$ cat src/rtl/id_ex_stage_buf.sv
// ID->EX pipeline stage buffer: packed data/control payload with valid/ready
// handshake, synchronous flush, bubble gating of control and saturating
// stall/bubble performance counters.
// Build option: define SKID_BUFFER_EN for a two-entry stage (main + skid
// register) with a registered s_ready; otherwise a single entry is built and
// s_ready is combinational from m_ready.
module id_ex_stage_buf #(
  parameter int DATA_W = 168,
  parameter int CTRL_W = 14,
  parameter int CNT_W  = 16
) (
  input  logic              clk,
  input  logic              reset,
  input  logic              flush,
  input  logic              s_valid,
  output logic              s_ready,
  input  logic [DATA_W-1:0] s_data,
  input  logic [CTRL_W-1:0] s_ctrl,
  output logic              m_valid,
  input  logic              m_ready,
  output logic [DATA_W-1:0] m_data,
  output logic [CTRL_W-1:0] m_ctrl,
  output logic [CNT_W-1:0]  stall_cnt,
  output logic [CNT_W-1:0]  bubble_cnt
);

  logic              accept;
  logic              deliver;
  logic              m_valid_q, m_valid_d;
  logic [DATA_W-1:0] m_data_q, m_data_d;
  logic [CTRL_W-1:0] m_ctrl_q, m_ctrl_d;
  logic              main_load;
  logic [CNT_W-1:0]  stall_q, stall_d;
  logic [CNT_W-1:0]  bubble_q, bubble_d;

`ifdef SKID_BUFFER_EN
  logic              sk_valid_q, sk_valid_d;
  logic [DATA_W-1:0] sk_data_q;
  logic [CTRL_W-1:0] sk_ctrl_q;
  logic              skid_load;
  logic              s_ready_q;

  assign s_ready = s_ready_q;

  // Two-entry next state: skid refills main on delivery, overflow goes to skid.
  always_comb begin
    accept     = s_valid && s_ready_q;
    deliver    = m_valid_q && m_ready;
    main_load  = 1'b0;
    skid_load  = 1'b0;
    m_data_d   = s_data;
    m_ctrl_d   = s_ctrl;
    m_valid_d  = m_valid_q && !deliver;
    sk_valid_d = sk_valid_q && !deliver;
    if (deliver && sk_valid_q) begin
      main_load = 1'b1;
      m_data_d  = sk_data_q;
      m_ctrl_d  = sk_ctrl_q;
      m_valid_d = 1'b1;
    end else if (accept && (!m_valid_q || deliver)) begin
      main_load = 1'b1;
      m_valid_d = 1'b1;
    end
    if (accept && m_valid_q && (!deliver || sk_valid_q)) begin
      skid_load  = 1'b1;
      sk_valid_d = 1'b1;
    end
    if (flush) begin
      main_load  = 1'b0;
      skid_load  = 1'b0;
      m_valid_d  = 1'b0;
      sk_valid_d = 1'b0;
    end
  end

  // Skid entry; s_ready is registered as "skid will be empty".
  always_ff @(posedge clk or negedge reset) begin
    if (!reset) begin
      sk_valid_q <= 1'b0;
      sk_data_q  <= '0;
      sk_ctrl_q  <= '0;
      s_ready_q  <= 1'b1;
    end else begin
      sk_valid_q <= sk_valid_d;
      s_ready_q  <= !sk_valid_d;
      if (skid_load) begin
        sk_data_q <= s_data;
        sk_ctrl_q <= s_ctrl;
      end
    end
  end
`else
  assign s_ready = !m_valid_q || m_ready;

  // Single-entry next state; a beat accepted during flush is dropped.
  always_comb begin
    accept    = s_valid && s_ready;
    deliver   = m_valid_q && m_ready;
    main_load = accept && !flush;
    m_data_d  = s_data;
    m_ctrl_d  = s_ctrl;
    m_valid_d = m_valid_q && !deliver;
    if (accept) m_valid_d = 1'b1;
    if (flush)  m_valid_d = 1'b0;
  end
`endif

  // Main register; payload only moves when a beat actually lands here.
  always_ff @(posedge clk or negedge reset) begin
    if (!reset) begin
      m_valid_q <= 1'b0;
      m_data_q  <= '0;
      m_ctrl_q  <= '0;
    end else begin
      m_valid_q <= m_valid_d;
      if (main_load) begin
        m_data_q <= m_data_d;
        m_ctrl_q <= m_ctrl_d;
      end
    end
  end

  // Saturating counter increments.
  always_comb begin
    stall_d  = stall_q;
    bubble_d = bubble_q;
    if (m_valid_q && !m_ready && (stall_q != '1)) stall_d = stall_q + CNT_W'(1);
    if (!m_valid_q && (bubble_q != '1)) bubble_d = bubble_q + CNT_W'(1);
  end

  // Performance counters survive flush; only reset clears them.
  always_ff @(posedge clk or negedge reset) begin
    if (!reset) begin
      stall_q  <= '0;
      bubble_q <= '0;
    end else begin
      stall_q  <= stall_d;
      bubble_q <= bubble_d;
    end
  end

  assign m_valid    = m_valid_q;
  assign m_data     = m_data_q;
  assign m_ctrl     = m_valid_q ? m_ctrl_q : '0;
  assign stall_cnt  = stall_q;
  assign bubble_cnt = bubble_q;

endmodule
$ cat config.mk
export PLATFORM = sky130hd
export DESIGN_NAME = id_ex_stage_buf
export DESIGN_NICKNAME = d
export VERILOG_FILES = /design/src/rtl/id_ex_stage_buf.sv
export SDC_FILE = /design/constraint.sdc
export NUM_CORES = 1
export LEC_CHECK = 0
export ABC_CLOCK_PERIOD_IN_PS = 3700
export CAP_MARGIN = 15
export CORE_AREA = 2 2 156 158
export CTS_BUF_LIST = sky130_fd_sc_hd__clkbuf_16
export DETAILED_ROUTE_END_ITERATION = 8
export DIE_AREA = 0 0 158 160
export PLACE_DENSITY = 0.68
export RECOVER_POWER = 100
export SLEW_MARGIN = 20
export SYNTH_ARGS = -nofsm -noshare
export SYNTH_HDL_FRONTEND = slang
export SYNTH_SLANG_ARGS = --single-unit
$ cat constraint.sdc
create_clock -name clk -period 3.7 [get_ports clk]
set_clock_uncertainty 0.05 [all_clocks]
set_input_delay 0.74 -clock clk [delete_from_list [all_inputs] [get_ports clk]]
set_output_delay 0.74 -clock clk [all_outputs]
set_load 0.005 [all_outputs]
==> impl_summary.md <==
Synthesis
Counting flops and latches in the post-synthesis netlist gives ~220. The mean instance size in the synthesized netlist is 15.7 µm². The count of cell types in the netlist is 33.

The Yosys step of the flow raised 0 warnings. Counting every instance in the synthesized netlist gives between 500 and 600. Of the synthesized area, sequential elements account for 63.5%. In this run the cell area of the synthesized design comes to 8480 µm². The synthesized net count is 729.

Timing
The sum of negative setup slack is 0 ps. Counting I/O delays and the setup requirement, the final critical path takes 3030 ps. In this run the tightest slew margin relative to its limit is -66.3%. Timing would allow up to 330 MHz. The number of setup violations in the final report is 0.

Setup repair after global routing left no endpoint under its margin. The number of failing hold endpoints at the final stage is 0. The pin slew with the least headroom to its limit is 2490 ps. Of the available clock period, the critical path in the final layout requires between 80% and 90%. After layout, the worst setup slack is 673 ps. The number of max-slew violations in the final report is 97.

GRT
Entering global routing, the biggest net connects 98 pins. The first global-routing pass estimated 36000 µm of wire. For this run the aggregate overflow at the end of global routing stands at 0. The initial antenna violation count is 0.

The overall track demand over capacity in global routing is 18.1%. The number of global-route vias before repair is 6304.

Worst hold path
The type of the tightest min-delay check is register to register. The hold-critical path depth is 1. In this run the most critical hold path is launched from bubble_cnt[15]$_DFFE_PN0P_.

The worst hold path terminates at bubble_cnt[15]$_DFFE_PN0P_.

Power
Net switching is between 20% and 30% of the power. The analysis attributes to net switching a power of 0.00171 W. The proportion of power drawn by flip-flops and latches is 42.4%. Combinational logic burns between 20% and 30% of the power.

The worst-case IR drop observed on VDD is 0.383 mV. The share of power burned in the clock network is 36.2%. The design internal power is 0.00542 W. The power per cell area is about 530 nW/µm². The analysis attributes to cell leakage a power of 5.77 nW.

Setup path
The launching point of the worst reg2reg path is m_valid$_DFF_PN0_. Among all stages on the critical path, the largest delay is contributed by dfrtp_1. The launching element type of the critical path is a register. In this run the worst path has a maximum fanout of 22. On the worst path, the slowest cell contributes a delay of 790 ps. STA puts the critical path data arrival time at between 2000 and 2500 ps.

For the worst setup path, the data required time is between 2000 and 3000 ps. The depth of the worst register-to-register path is 4. The count of buffering cells on the critical path with inverters included is 2. The worst register-to-register path has a setup slack of 690 ps.

The critical path goes through and2b_1, inv_1, dlygate4sd3_1. The critical path capture point type is a primary output. Among cell families on the critical path, the largest total delay comes from flip-flops. The critical setup path kind is register to primary output. In this run the number of cells on the critical path is 3.

The endpoint identified for the worst register-to-register timing path is m_data[158]$_DFFE_PN0P_.

Floorplanning
The initial core utilization is 35.6%. The total number of placement rows is 57. The die covers 25300 µm². The number of I/O pins is 403.

The core area is 23800 µm². The die is 160 µm tall. The die width is between 150 and 200 µm.

Detailed routing
In this run, the number of DRC markers left after iteration 0 of detailed routing was 194. The highest layer used for signal routing is met4. Across all layers, the routed design uses about 6000 vias. The final layout contains routed wiring with a total length of 22800 µm.

After detailed routing, the number of remaining DRC violations is 0. Summed over all nets, wire length on met2 after detailed routing comes to between 10000 and 15000 µm. In the final routed layout, each cell accounts on average for ~18 µm.

Before antenna repair, the detailed router went through 4 iterations. In this run the remaining antenna-violating nets after routing total 0. The routed design uses 1970 µm of met3 wire. After detailed routing, the wire length on met1 is approximately 9000 µm. The average vias per placed instance is 4.63.

Clocking
Clock latency on the worst-skew pair, taken at its later pin, is 510 ps. Clock tree synthesis found a total of 215 sinks. The clock transition at the registers of the reported paths is about 60 ps.

CTS placed an instance of clkbuf_16 at the clock tree root. The worst-case clock buffer depth is 3. TritonCTS built the clock tree. After clock tree synthesis, the repair step resized 0 gates. The number of H-tree levels is 1. For this design, the CTS-stage hold fixing added 0 buffers. The number of setup buffers added after CTS is 0. The number of clock buffers inserted by TritonCTS is 25.

Cells and area
The proportion of layout cells with a drive suffix above 1 is 23.4%. The area growth from synthesis to layout is 60.1%. The finished layout holds 1294 standard cells, fillers aside. After the last flow step, the layout net total stands at 1142.

The number of inserted diodes is 0.

Job
The count of max-cap constraint violations is 1.

Place
Counting tap cells, the placed design contains a total of 1250 instances. The final estimated routing congestion in global placement is between 0.7 and 0.8. Once detailed placement completed, the half-perimeter wirelength came to 16600 µm. The total of buffers placed on input and output ports is 402. The worst slack at placement is 828 ps.

Status
The final reports fail on max-capacitance violations, max-slew violations. The run finished, with violations left.
logic make-up after synthesis:
family,after synthesis,share of synthesized area [%]
AOI/OAI and AO/OA,8,1.00
DFF,215,63.5
xor gates and xnor gates,26,2.69
muxes,186,24.8
adders and majority gates,2,0.295
buffers and inverters,25,2.39
and+or+nand+nor,78,5.40
registers in the layout, summed over array words and instances, names as in the netlist:
register    flops
stall_cnt      16
m_valid         1
bubble_cnt     16
m_data        168
m_ctrl_q       14
through the flow:
| stage | hold WS [ps] | area [µm²] | total power, W | utilization, % |
|---|---|---|---|---|
| final | 436 | 13600 | 0.00713 | 57.0 |
| after global routing | 461 | 13600 | 0.00752 | 57.0 |
| after CTS | 285 | 13700 | 0.00743 | 57.4 |
| after detailed placement | 438 | 12800 | 0.00478 | 53.8 |
| after global placement | 432 | 12800 | 0.00476 | 53.8 |
| after floorplan | 394 | 8480 | 0.00358 | - |
cell usage after synthesis:
cell type | number | area [µm²]
inv_1 | 2 | 7.51
nand2_1 | 12 | 45.0
xor2_1 | 13 | 114
a41oi_2 | 1 | 16.3
nand4_1 | 11 | 68.8
xnor2_1 | 13 | 114
o41a_1 | 1 | 11.3
buf_4 | 8 | 60.1
ha_1 | 2 | 25.0
a2111oi_4 | 1 | 27.5
buf_2 | 3 | 15.0
clkbuf_1 | 2 | 7.51
a21bo_2 | 1 | 10.0
nor3_1 | 8 | 40.0
nor2_1 | 8 | 30.0
or4_4 | 1 | 11.3
and3_1 | 4 | 25.0
and2b_1 | 1 | 7.51
dfrtp_1 | 215 | 5380
o21ai_0 | 2 | 10.0
nand4b_1 | 1 | 8.76
nand4_2 | 1 | 12.5
nor4_2 | 1 | 12.5
a21oi_1 | 2 | 10.0
nand3_1 | 9 | 45.0
mux2_2 | 185 | 2080
and4_1 | 4 | 35.0
and2_1 | 14 | 87.6
mux2_4 | 1 | 15.0
nor3b_2 | 1 | 12.5
and4b_1 | 1 | 10.0
nor4_1 | 1 | 6.26
buf_6 | 10 | 113
worst reg2reg max path, cell delays in order (launching register included):
cell and delay (ps):
dfrtp_1 640, and2b_1 370, nor3b_1 240, clkbuf_4 1050, mux2_2 540
area by class of cell:
class	instances	area [µm²]
Clock buffer	25	626
Tap cell	324	405
Multi-Input combinational cell	300	2850
Timing Repair Buffer	409	4070
Inverter	2	7.51
Clock inverter	19	235
Fill cell	2056	10200
Sequential cell	215	5380
power by group through the flow:
stage / clock network [W] / logic, W / registers, W
3_3_place_gp: 0 / 0.00169 / 0.00306
2_1_floorplan: 0 / 0.000513 / 0.00307
5_1_grt: 0.00278 / 0.00166 / 0.00308
3_5_place_dp: 0 / 0.00171 / 0.00308
6_report: 0.00258 / 0.00153 / 0.00302
4_1_cts: 0.00267 / 0.00172 / 0.00304
layer usage:
layer	vias to the layer above	global-route usage, %
met4	0	4.67
met5	-	0
met1	2979	22.5
met2	217	30.4
met3	36	5.67
li1	2758	-
placed cells by master, fill, tap and decap left out, types with 6 or more instances in the layout:
cell type,netlist,layout
xor2_1,13,13
xnor2_1,13,13
dfrtp_1,215,215
clkdlybuf4s50_1,0,194
clkbuf_16,0,25
nand3_1,9,9
nor2_1,8,8
nand4_1,11,11
mux2_2,185,185
nand2_1,12,12
dlygate4sd3_1,0,207
bufinv_16,0,6
and2_0,0,9
inv_1,2,8
nor3_1,8,8
worst max-delay path by stage:
stage                       from                      end
6_report       m_valid$_DFF_PN0_                  s_ready
5_1_grt                    reset    m_data[4]$_DFFE_PN0P_
4_1_cts        m_valid$_DFF_PN0_                  s_ready
3_5_place_dp             m_ready   m_data[19]$_DFFE_PN0P_
3_3_place_gp             m_ready   m_data[21]$_DFFE_PN0P_
2_1_floorplan            m_ready  m_ctrl_q[0]$_DFFE_PN0P_
Power figures use the tool's default switching activity.
